--- config.mk ---
export PLATFORM = sky130hd
export DESIGN_NAME = retire_trace_unit
export DESIGN_NICKNAME = d
export VERILOG_FILES = /design/src/rtl/retire_trace_unit.sv
export SDC_FILE = /design/constraint.sdc
export NUM_CORES = 1
export LEC_CHECK = 0
export BUFFER_PORTS_ARGS = -buffer_cell sky130_fd_sc_hd__buf_2
export CORE_MARGIN = 3
export CORE_UTILIZATION = 40
export CTS_CLUSTER_SIZE = 12
export DETAILED_ROUTE_END_ITERATION = 8
export GPL_TIMING_DRIVEN = 0
export PLACE_DENSITY = 0.68
export SLEW_MARGIN = 20
export SYNTH_ARGS = -nofsm -noshare
export SYNTH_HDL_FRONTEND = slang
export SYNTH_SLANG_ARGS = --single-unit
--- constraint.sdc ---
create_clock -name clk -period 7.1 [get_ports clk]
set_clock_uncertainty 0.1 [all_clocks]
set_input_delay 1.42 -clock clk [delete_from_list [all_inputs] [get_ports clk]]
set_output_delay 1.42 -clock clk [all_outputs]
set_load 0.01 [all_outputs]
--- src/rtl/retire_trace_unit.sv ---
// retire_trace_unit
//   Writeback-side retirement trace collector. Classifies each retiring
//   instruction (REG/LOAD/STORE/OTHER/HALT), numbers it and queues it in a
//   show-ahead FIFO that the logger drains over a valid/ready handshake.
//   Also keeps cycle/instruction counters and a RUN/DRAIN/HALTED machine
//   so that halt reporting follows retirement order.
// Ports:
//   clk, rst                 clock, async active-high reset
//   wb_*                     retiring instruction's architectural effect
//   ev_ready / ev_valid      logger handshake on the FIFO head
//   ev_kind..ev_inum         head event fields (0 when no event is held)
//   inst_count, cycle_count  accepted retirements / cycles since reset
//   stall                    FIFO full, writeback must hold
//   halted, overflow_err     sticky status flags
module retire_trace_unit #(
  parameter int unsigned DEPTH = 4,
  parameter int unsigned CW    = 32
) (
  input  logic          clk,
  input  logic          rst,
  input  logic          wb_valid,
  input  logic [15:0]   wb_pc,
  input  logic          wb_reg_write,
  input  logic [3:0]    wb_reg,
  input  logic [15:0]   wb_data,
  input  logic          wb_mem_read,
  input  logic          wb_mem_write,
  input  logic [15:0]   wb_addr,
  input  logic [15:0]   wb_mem_data,
  input  logic          wb_halt,
  input  logic          ev_ready,
  output logic          ev_valid,
  output logic [2:0]    ev_kind,
  output logic [15:0]   ev_pc,
  output logic [3:0]    ev_reg,
  output logic [15:0]   ev_value,
  output logic [15:0]   ev_addr,
  output logic [CW-1:0] ev_inum,
  output logic [CW-1:0] inst_count,
  output logic [CW-1:0] cycle_count,
  output logic          stall,
  output logic          halted,
  output logic          overflow_err
);

  localparam int unsigned AW = (DEPTH > 1) ? $clog2(DEPTH) : 1;
  localparam logic [AW:0] FULL_COUNT = (AW+1)'(DEPTH);

  typedef enum logic [1:0] {RUN, DRAIN, HALTED} state_t;
  typedef enum logic [2:0] {
    K_REG   = 3'd0,
    K_LOAD  = 3'd1,
    K_STORE = 3'd2,
    K_OTHER = 3'd3,
    K_HALT  = 3'd4
  } kind_t;

  state_t        state;
  logic [AW:0]   count_q;
  logic [AW-1:0] wr_ptr;
  logic [AW-1:0] rd_ptr;

  logic [2:0]    kind_mem  [DEPTH];
  logic [15:0]   pc_mem    [DEPTH];
  logic [3:0]    reg_mem   [DEPTH];
  logic [15:0]   value_mem [DEPTH];
  logic [15:0]   addr_mem  [DEPTH];
  logic [CW-1:0] inum_mem  [DEPTH];

  kind_t       in_kind;
  logic [3:0]  in_reg;
  logic [15:0] in_value;
  logic [15:0] in_addr;

  logic full;
  logic accept;
  logic drop;
  logic pop;

  // Classification; fields that do not apply to the kind are zeroed.
  always_comb begin
    in_kind  = K_OTHER;
    in_reg   = '0;
    in_value = '0;
    in_addr  = '0;
    if (wb_reg_write) begin
      in_reg   = wb_reg;
      in_value = wb_data;
      if (wb_mem_read) begin
        in_kind = K_LOAD;
        in_addr = wb_addr;
      end else begin
        in_kind = K_REG;
      end
    end else if (wb_halt) begin
      in_kind = K_HALT;
    end else if (wb_mem_write) begin
      in_kind  = K_STORE;
      in_value = wb_mem_data;
      in_addr  = wb_addr;
    end
  end

  assign full     = (count_q == FULL_COUNT);
  assign ev_valid = (count_q != '0);
  assign accept   = wb_valid && (state == RUN) && !full;
  // A same-cycle pop does not make room when full: the event is lost.
  assign drop     = wb_valid && (state == RUN) && full;
  assign pop      = ev_valid && ev_ready;

  assign stall  = full;
  assign halted = (state == HALTED);

  // Head fields are masked when empty so stale entries never show.
  assign ev_kind  = ev_valid ? kind_mem[rd_ptr]  : '0;
  assign ev_pc    = ev_valid ? pc_mem[rd_ptr]    : '0;
  assign ev_reg   = ev_valid ? reg_mem[rd_ptr]   : '0;
  assign ev_value = ev_valid ? value_mem[rd_ptr] : '0;
  assign ev_addr  = ev_valid ? addr_mem[rd_ptr]  : '0;
  assign ev_inum  = ev_valid ? inum_mem[rd_ptr]  : '0;

  // Storage needs no reset: validity is carried by count_q alone.
  always_ff @(posedge clk) begin
    if (accept) begin
      kind_mem[wr_ptr]  <= in_kind;
      pc_mem[wr_ptr]    <= wb_pc;
      reg_mem[wr_ptr]   <= in_reg;
      value_mem[wr_ptr] <= in_value;
      addr_mem[wr_ptr]  <= in_addr;
      inum_mem[wr_ptr]  <= inst_count;
    end
  end

  always_ff @(posedge clk or posedge rst) begin
    if (rst) begin
      state        <= RUN;
      count_q      <= '0;
      wr_ptr       <= '0;
      rd_ptr       <= '0;
      inst_count   <= '0;
      cycle_count  <= '0;
      overflow_err <= 1'b0;
    end else begin
      if (accept) begin
        wr_ptr     <= wr_ptr + 1'b1;
        inst_count <= inst_count + 1'b1;
      end
      if (pop) begin
        rd_ptr <= rd_ptr + 1'b1;
      end
      case ({accept, pop})
        2'b10:   count_q <= count_q + 1'b1;
        2'b01:   count_q <= count_q - 1'b1;
        default: count_q <= count_q;
      endcase
      if (drop) begin
        overflow_err <= 1'b1;
      end
      if (state != HALTED) begin
        cycle_count <= cycle_count + 1'b1;
      end
      case (state)
        RUN:     if (accept && in_kind == K_HALT) state <= DRAIN;
        DRAIN:   if (pop && kind_mem[rd_ptr] == K_HALT) state <= HALTED;
        HALTED:  state <= HALTED;
        default: state <= RUN;
      endcase
    end
  end

endmodule
==> flow_summary.ini <==
[grt]
grtUsageTotal = 0.165
grt_pass1_wl_mm = 55.9
grt_max_degree = 52
overflow = 0
grt_pass1_vias = 9345
antenna_found_initial = 1

[timing]
slew_headroom = 0.296
finalSetupViolations = 0
post-route-min-period_ns = 4.78
min_period_over_period = 0.673
fin_setup_tns_ns = 0
finalHoldViolations = 0
tightest_slew_ns = 1.05
drv_slew = 0
rsz0062_at_grt = no
max_freq_ghz = 0.209
timing.final.ws_setup_ns = 2.32

[yosys]
synthAdderAreaFrac = 0.00935
netlist_area_um2 = 16900
yosys.area_share.xor_xnor = 0.0353
synth_top_family_by_area = multiplexers
syn-num-nets = 991
yosysWarnings = 0
synth.avg_cell_area_um2 = 18.7
ys_seq_area_frac = 0.729
synthCells = 903
synthSimpleGateAreaFrac = 0.0820
yosys-top-cells-area = edfxtp_1 (62%), mux4_2 (12%), dfrtp_1 (11%), and2_1 (4.3%), xnor2_1 (3.1%)
post_synth_num_cell_types = 37
yosys-mux-area-fraction = 0.119
synth_top_cell_area_share = 0.620
yosysTopAreaCell = edfxtp_1
synth-seq-cells = 422
synth_compound_area_frac = 0.0112

[pwr]
powerDensity_nw_per_um2 = 382
combinationalPowerShare = 0.307
clkPwrFrac = 0.285
p_int_w = 0.00545
switchingPower_w = 0.00230
leakage_nw = 7.29
switching_share = 0.297
p_seq_frac = 0.408
vdd_drop_max_v = 0.000163

[worst_setup_path]
reg2reg_from = count_q[0]$_DFFE_PP0P_
rr_worst_depth = 10
required_ns = 5.58
critPathLaunchType = flip-flop
slowest_stage = clkbuf_1
crit_path_cell_trace = clkbuf_1, clkbuf_1, clkbuf_1, mux4_2, and2_1, buf_2
regToRegSetupSlack_ns = 3.85
cp_num_buf_inv = 4
rr_endpoint = count_q[2]$_DFFE_PP0P_
crit_family = buffers and inverters
critPathCaptureType = output pin
cpMostUsedCell = clkbuf_1
criticalPathCategory = flip-flop to output pin
arrival_ns = 3.26
cp_max_fo = 10
cp_slowest_stage_delay_ns = 0.70

[clock_tree]
clock_sink_count = 422
clk_latency_ns = 0.56
cts_resized = 0
h-tree-depth = 2
clockBufferDepth = 3
cts_tree = built
cts_setup_buffers = 0
clk_pin_slew_ns = 0.06
cts_made_buffers = 45
cts_root_buf = clkbuf_16
holdBufCountCts = 0

[hold_path]
hold_path_end = cycle_count[31]$_DFFE_PP0N_
hold_start = cycle_count[31]$_DFFE_PP0N_
worstHoldPathCells = 1
hp-class = flip-flop to flip-flop

[place]
gp_congestion = 0.772
dp_hpwl_mm = 23.6
pre_cts_ws_ns = 2.79
portBuffers = 229

[cells_and_area]
layout-drive-gt1-share = 0.331
final_util = 0.493
syn_to_final_growth_pct = 20.4
nets = 1276

[floorplanning]
rows = 74
core_um2 = 41200
die_x_um = 211
initial_utilization = 0.409
die_h_um = 211
ios = 231
die-area_um2 = 44700

[routing]
ant_nets = 0
vias = 9031
drc_errors = 0
drt-initial-drc-count = 502
drtPass1Iterations = 4
drt-wirelength-per-cell_um = 20.8
drt-vias-per-instance = 5.15
drt-total-wl_mm = 36.6

[status]
status = complete, no violations

[run]
cap_violations = 0
[per-stage QoR]
stage	instance area (um^2)	hold WS [ns]	total power, W	cells
after global placement	18700	0.348	0.00563	1664
after detailed placement	18900	0.361	0.00566	1673
after CTS	20300	0.374	0.00789	1752
after floorplan	16900	0.370	0.00472	903
final	20300	0.367	0.00775	1755
after global routing	20300	0.415	0.00817	1752
[logic make-up after synthesis]
logic type | count (synthesis)
DFF | 422
and+or+nand+nor | 231
muxes | 92
xor gates and xnor gates | 68
buffers and inverters | 56
AOI/OAI and AO/OA | 22
adders and majority gates | 12
[layout by cell type, fill, tap and decap left out, types with 3 or more instances in the layout]
master and instances:
nor2_1 11, inv_1 13, buf_16 6, xor2_1 9, mux2_2 4, nand3_1 19, and4_1 4, and3_1 10
buf_12 3, nand4_1 33, nor4_1 3, ha_1 11, clkbuf_1 48, buf_2 236, and2_1 112, nor3_1 3
and2_4 4, clkbuf_16 45, bufinv_16 3, clkinv_1 6, mux4_2 87, dfrtp_1 74, diode_2 3, nand4b_1 4
buf_1 3, xnor2_1 59, edfxtp_1 348, nand2_1 19, a22o_1 16
[cells in the mapped netlist]
cell,number
ha_1,11
a31o_2,1
nor4_1,3
mux4_2,87
nor3b_1,1
clkbuf_1,31
dfrtp_1,74
o31ai_1,2
o41a_1,1
or4b_1,1
nand4_1,33
and2_1,116
o21ai_0,1
nor2_1,11
or3_1,1
nor3_1,4
fa_1,1
or4b_2,2
buf_1,3
nor4_2,1
mux2_2,4
buf_2,7
inv_1,14
xnor2_1,59
nand3_1,19
a21oi_2,1
and4_1,4
and3_1,10
mux2i_1,1
xor2_1,9
nand4b_1,4
nand2_1,19
nor4b_1,1
edfxtp_1,348
a22o_1,16
nand2b_1,1
buf_6,1
[metal layers]
metal,wire [um],global-route usage
met3,2630,0.0453
met2,16900,0.259
met4,816,0.0501
met1,16200,0.229
met5,13,0
[worst max path at each step]
stage / to / startpoint / depth (start not counted)
floorplan: addr_mem[0][0]$_DFFE_PP_ / wb_valid / 4
global placement: value_mem[0][5]$_DFFE_PP_ / wb_valid / 5
detailed placement: ev_inum[13] / rd_ptr[1]$_DFFE_PP0P_ / 6
CTS: ev_inum[13] / rd_ptr[1]$_DFFE_PP0P_ / 6
global route: ev_inum[14] / rd_ptr[1]$_DFFE_PP0P_ / 6
finish: ev_inum[13] / rd_ptr[1]$_DFFE_PP0P_ / 6
[power by group through the flow]
stage          sequential (W)  clock, W  combinational [W]
5_1_grt               0.00320   0.00236            0.00261
6_report              0.00316   0.00221            0.00238
3_5_place_dp          0.00322         0            0.00245
3_3_place_gp          0.00324         0            0.00238
4_1_cts               0.00317   0.00227            0.00245
2_1_floorplan         0.00322         0            0.00150
[sequential cells by signal, indices dropped and copies added (netlist names)]
| name | cells |
|---|---|
| inum_mem | 128 |
| value_mem | 64 |
| reg_mem | 16 |
| wr_ptr | 2 |
| addr_mem | 64 |
| count_q | 3 |
| kind_mem | 12 |
| state | 2 |
| inst_count | 32 |
| rd_ptr | 2 |
| cycle_count | 32 |
| pc_mem | 64 |
| overflow_err | 1 |
[layout make-up]
class                   instances  area, um^2
flip-flops and latches        422       12300
inverters                      14        55.1
repair buffers                238        1370
fillers                      3428       20900
clock inverters                15         154
plain buffers                  42         174
well taps                     532         666
clock buffers                  64        1220
multi-input cells             425        4350
diodes                          3        7.51
(Power assumes the default switching activity.)
